### src/rtl/fork_join_sched.sv
// rtl/fork_join_sched.sv - fork/join task launcher with per-slot delay counters
// Forks up to NUM_TASKS countdown tasks and reports join and wait-all events.
module fork_join_sched #(
  parameter int NUM_TASKS = 4,
  parameter int DLY_W     = 8,
  parameter int ID_W      = (NUM_TASKS > 1) ? $clog2(NUM_TASKS) : 1
) (
  input  logic                       clk,
  input  logic                       rst,
  input  logic                       start,
  input  logic [1:0]                 mode,
  input  logic [NUM_TASKS-1:0]       en_mask,
  input  logic [NUM_TASKS*DLY_W-1:0] delay_i,
  input  logic                       abort,
  output logic                       busy,
  output logic [NUM_TASKS-1:0]       active,
  output logic [NUM_TASKS-1:0]       task_done,
  output logic                       join_done,
  output logic                       all_done,
  output logic [ID_W-1:0]            done_id
);

  typedef enum logic {IDLE, RUN} state_t;

  localparam logic [1:0] MODE_ANY  = 2'd1;
  localparam logic [1:0] MODE_NONE = 2'd2;

  state_t               state;
  logic [1:0]           mode_q;
  logic                 joined;
  logic                 first_q;
  logic                 empty_q;
  logic [DLY_W-1:0]     cnt [NUM_TASKS];
  logic [NUM_TASKS-1:0] done_vec;
  logic [NUM_TASKS-1:0] next_active;
  logic [ID_W-1:0]      low_id;
  logic                 last_done;

  function automatic logic [ID_W-1:0] lowest(input logic [NUM_TASKS-1:0] v);
    logic [ID_W-1:0] r;
    r = '0;
    for (int i = NUM_TASKS - 1; i >= 0; i--) begin
      if (v[i]) r = ID_W'(i);
    end
    return r;
  endfunction

  always_comb begin
    done_vec = '0;
    for (int i = 0; i < NUM_TASKS; i++) begin
      done_vec[i] = active[i] && (cnt[i] == '0);
    end
    next_active = active & ~done_vec;
    low_id      = lowest(done_vec);
    last_done   = (done_vec != '0) && (next_active == '0);
  end

  always_ff @(posedge clk or posedge rst) begin
    if (rst) begin
      state     <= IDLE;
      mode_q    <= '0;
      joined    <= 1'b0;
      first_q   <= 1'b0;
      empty_q   <= 1'b0;
      busy      <= 1'b0;
      active    <= '0;
      task_done <= '0;
      join_done <= 1'b0;
      all_done  <= 1'b0;
      done_id   <= '0;
      for (int i = 0; i < NUM_TASKS; i++) cnt[i] <= '0;
    end else begin
      task_done <= '0;
      join_done <= 1'b0;
      all_done  <= 1'b0;
      empty_q   <= 1'b0;

      // An empty fork never enters RUN; its events surface one edge later.
      if (empty_q) begin
        join_done <= 1'b1;
        all_done  <= 1'b1;
        done_id   <= '0;
      end

      case (state)
        IDLE: begin
          if (start && !abort) begin
            if (en_mask == '0) begin
              empty_q <= 1'b1;
            end else begin
              state   <= RUN;
              busy    <= 1'b1;
              mode_q  <= mode;
              active  <= en_mask;
              joined  <= 1'b0;
              first_q <= 1'b1;
              for (int i = 0; i < NUM_TASKS; i++) begin
                cnt[i] <= en_mask[i] ? delay_i[i*DLY_W +: DLY_W] : '0;
              end
            end
          end
        end

        RUN: begin
          if (abort) begin
            state  <= IDLE;
            busy   <= 1'b0;
            active <= '0;
            for (int i = 0; i < NUM_TASKS; i++) cnt[i] <= '0;
          end else begin
            first_q   <= 1'b0;
            active    <= next_active;
            task_done <= done_vec;
            for (int i = 0; i < NUM_TASKS; i++) begin
              if (active[i] && cnt[i] != '0) cnt[i] <= cnt[i] - 1'b1;
            end

            if (mode_q == MODE_ANY) begin
              if (!joined && done_vec != '0) begin
                join_done <= 1'b1;
                done_id   <= low_id;
                joined    <= 1'b1;
              end
            end else if (mode_q == MODE_NONE) begin
              if (first_q) begin
                join_done <= 1'b1;
                done_id   <= '0;
              end
            end else if (last_done) begin
              join_done <= 1'b1;
              done_id   <= low_id;
            end

            if (last_done) begin
              all_done <= 1'b1;
              state    <= IDLE;
              busy     <= 1'b0;
            end
          end
        end

        default: state <= IDLE;
      endcase
    end
  end

endmodule

### config.mk
export PLATFORM = sky130hd
export DESIGN_NAME = fork_join_sched
export DESIGN_NICKNAME = d
export VERILOG_FILES = /design/src/rtl/fork_join_sched.sv
export SDC_FILE = /design/constraint.sdc
export NUM_CORES = 1
export LEC_CHECK = 0
export BUFFER_PORTS_ARGS = -buffer_cell sky130_fd_sc_hd__buf_2
export CAP_MARGIN = 5
export CORE_AREA = 2 2 73 75
export DETAILED_ROUTE_END_ITERATION = 16
export DIE_AREA = 0 0 75 77
export PLACE_DENSITY = 0.84
export SLEW_MARGIN = 5
export SYNTH_ARGS = -nofsm -noshare
export SYNTH_HDL_FRONTEND = slang
export SYNTH_SLANG_ARGS = --single-unit
export TNS_END_PERCENT = 5
### constraint.sdc
create_clock -name clk -period 3.4 [get_ports clk]
set_input_delay 0.17 -clock clk [delete_from_list [all_inputs] [get_ports clk]]
set_output_delay 0.17 -clock clk [all_outputs]
set_load 0.05 [all_outputs]
==> key figures <==
STA
  • Final setup TNS: 0 ps
  • Transition time of the tightest slew-check pin: 1050 ps
  • Setup Skew: 11.2 ps
  • Min Tclk post-route: 2560 ps
  • Rel. slew slack: 29.9%
  • RSZ-0062 raised after global routing: false
  • Count of final setup violators: 0
  • Min Hold Slack: 62.0 ps
  • Fmax achieved: 0.390 GHz
  • Hold Fails Final Rpt: 0
  • Max Slew Vio Count: 0
  • Period utilization: 75.4%

Final layout
  • Total Nets Final: 432
  • Commonest non-fill, non-tap cell in the layout: o21ai_0
  • Diode count: 0
  • Synth-to-layout area growth: 14.1%
  • Commonest cells after routing, fill and taps aside: 64 x o21ai_0, 54 x buf_2, 51 x dfrtp_1, 37 x nor2_1, 25 x inv_1
  • # fillers: 427
  • Share of cells above drive strength 1: 20.4%

Clock tree
  • Clock buffer depth: 2
  • # resized after CTS: 0
  • H-tree levels: 2
  • CTS Buf Count: 5
  • CTS tree: built
  • CTS root buf: clkbuf_8
  • Setup bufs post-CTS: 0
  • Post-CTS Hold Fix Bufs: 0
  • Sink count of the clock tree: 51
  • Reg clk slew, reported paths: 90 ps
  • Latest clock arrival within the worst-skew pair: 310 ps

Critical path
  • Worst path top cell family by delay: simple AND/OR/NAND/NOR gates
  • CP Cell Sequence: inv_1, ha_1, nor3b_1, nand3_1, nand4_1, a311oi_1, o31ai_2, o21ai_1
  • Setup crit start: cnt[16]$_DFFE_PP0P_
  • Critical path required time: 3590 ps
  • CP max stage delay: 670 ps
  • CP Data Arrival Time: 2750 ps
  • Critical Path Sink Type: flop
  • Buf/Inv on CP: 1
  • Critical path's slowest cell: nor3b_1
  • Worst R2R Start: cnt[16]$_DFFE_PP0P_
  • CP Class: reg -> reg
  • Maximum fanout along the worst path: 7
  • Critical Path Source Type: flop

Logic synthesis
  • Post-synth EDFFs: 0
  • Adder-cell share of the synthesized area: 1.72%
  • Post-synthesis cell count: 339
  • Synth Area in Compound Gates: 30.1%
  • Mux contribution to synthesized area: 0%
  • Largest family of logic cells by synthesized area: compound AO/OA/AOI/OAI gates
  • Syn Nets: 385
  • Ys Warns: 0
  • Synth Flop Type: dfrtp_1
  • Sequential share of the synthesized area: 43.9%
  • Simple-gate share of the synthesized area: 17.8%
  • Post-synthesis cell area: 2910 um2
  • Mean Syn Cell Area: 8.58 um2
  • Post-synthesis register bit count: 51
  • Fraction of registers with async set/reset: 100%
  • Yosys cell types: 51
  • Synth Area in XOR/XNOR: 0%

Job
  • Max Cap Violations: 0

Global route
  • Tot GR Track Use: 24.4%
  • Vias in the first global route: 2474
  • First-pass GRT wire length: 11200 um
  • Initial antenna violation count: 0
  • Largest net degree at the start of global routing: 52
  • GRT Residual Overflow: 0

Die
  • Initial Util: 58.5%
  • DIE HEIGHT: 77 um
  • I/O pin count: 55
  • Die Span X: 75 um
  • Area of the core: 4980 um2
  • Die ar.: 5780 um2
  • # rows: 26

Route
  • Iteration-0 DRC Markers: 171
  • Vias: 2715
  • Vias per inst: 5.94
  • Final ANT Viol Nets: 0
  • Router iterations before antenna repair: 5
  • Residual DRC: 0
  • Final wirelength: 6640 um
  • Wire per inst: 14.5 um

Power and ir drop
  • Gate power share: 41.2%
  • Sequential Power Share: 40.2%
  • Pwr/cell area: 704 nW/um2
  • P_sw: 0.000981 W
  • VDD IR max: 0.372 mV
  • Int Pwr: 0.00136 W
  • Clock share of power: 18.6%
  • Static Leak: 1.52 nW
  • Sw frac: 42.0%

Worst hold path
  • Worst hold start: mode[1]
  • HP Class: in -> reg

Placed design
  • Detailed placement HPWL: 4680 um
  • IO buf count: 54
  • GP Congestion: 0.918

Outcome
  • Outcome: completed
-- worst paths after layout --
kind	end	slack [ps]	cells after the start
max	done_id[1]$_DFF_PP0_	840	8
min	mode_q[1]$_DFFE_PP0P_	60	3
max reg2reg	done_id[1]$_DFF_PP0_	840	8
min reg2reg	busy$_DFFE_PP0P_	500	1
max in group asynchronous	active[3]$_DFFE_PP0P_	2640	2
min in group asynchronous	cnt[11]$_DFFE_PP0P_	100	2
-- metal layers --
layer | up-vias | share of wire, % | track usage, % | wire length (um)
li1 | 1329 | - | - | -
met1 | 1288 | 43 | 34.0 | 2870
met2 | 88 | 50 | 38.2 | 3300
met3 | 10 | 5.8 | 5.12 | 385
met4 | 0 | 1.2 | 6.61 | 82
met5 | - | 0 | 0 | 0
-- registers in the layout (all words and copies together), names as in the netlist --
signal and cells:
done_id 2, active 4, busy 1, all_done 1, join_done 1, state 1, empty_q 1, cnt 32
mode_q 2, task_done 4, joined 1, first_q 1
-- power groups by stage --
stage | registers [W] | logic, W | clock network [W]
final | 0.000939 | 0.000963 | 0.000436
after global routing | 0.000965 | 0.00108 | 0.000471
after global placement | 0.000938 | 0.000927 | 0
after CTS | 0.000935 | 0.000957 | 0.000445
after detailed placement | 0.000946 | 0.000954 | 0
after floorplan | 0.00101 | 0.000648 | 0
-- worst min-delay path: stages --
cell	delay, ps
buf_2	80
nand2_1	40
nand2_1	50
-- per-stage QoR --
step | util [%] | std cells | setup slack, ps | power (W) | cell area [um2]
floorplan | - | 339 | 1270 | 0.00166 | 2910
global placement | 64.3 | 449 | 1040 | 0.00187 | 3200
detailed placement | 64.3 | 449 | 901 | 0.00190 | 3200
CTS | 66.7 | 457 | 888 | 0.00234 | 3320
global route | 66.7 | 457 | 605 | 0.00252 | 3320
finish | 66.7 | 457 | 837 | 0.00234 | 3320
-- kinds of logic (layout without fill, tap and decap cells) --
| logic type | count (synthesis) | after routing |
|---|---|---|
| buffers and inverters | 43 | 91 |
| DFF | 51 | 51 |
| and+or+nand+nor | 101 | 101 |
| AOI/OAI and AO/OA | 140 | 140 |
| adders and majority gates | 4 | 4 |
-- synth_stat cells, drive strengths merged (2+ instances only) --
| library cell | n | area (um2) |
|---|---|---|
| buf | 9 | 51.3 |
| o21a | 2 | 15.0 |
| clkbuf | 8 | 40.0 |
| or3 | 2 | 12.5 |
| a21oi | 24 | 120 |
| o22ai | 2 | 12.5 |
| o41ai | 2 | 43.8 |
| nor2 | 37 | 139 |
| nor2b | 7 | 43.8 |
| a22oi | 10 | 75.1 |
| inv | 26 | 97.6 |
| a21o | 5 | 40.0 |
| and3 | 3 | 18.8 |
| a31oi | 7 | 43.8 |
| a211oi | 4 | 30.0 |
| nor3b | 2 | 15.0 |
| dfrtp | 51 | 1280 |
| nand2 | 14 | 55.1 |
| nand3 | 6 | 30.0 |
| nand2b | 4 | 25.0 |
| ha | 4 | 50.1 |
| nor4 | 4 | 25.0 |
| a32oi | 10 | 87.6 |
| nor4b | 2 | 17.5 |
| nand4 | 2 | 12.5 |
| o21ai | 65 | 325 |
| nor3 | 10 | 50.1 |
| a21bo | 2 | 20.0 |
| or4b | 2 | 23.8 |
| o31ai | 2 | 20.0 |
-- final cells by class --
type	instances	area, um2	area share [%]
tap	70	87.6	2.64
inverter	26	97.6	2.94
multi-input combinational	245	1450	43.6
timing repair buffer	57	293	8.82
clock inverter	2	35.0	1.06
clock buffer	6	82.6	2.49
sequential	51	1280	38.4
(Power assumes the default switching activity.)
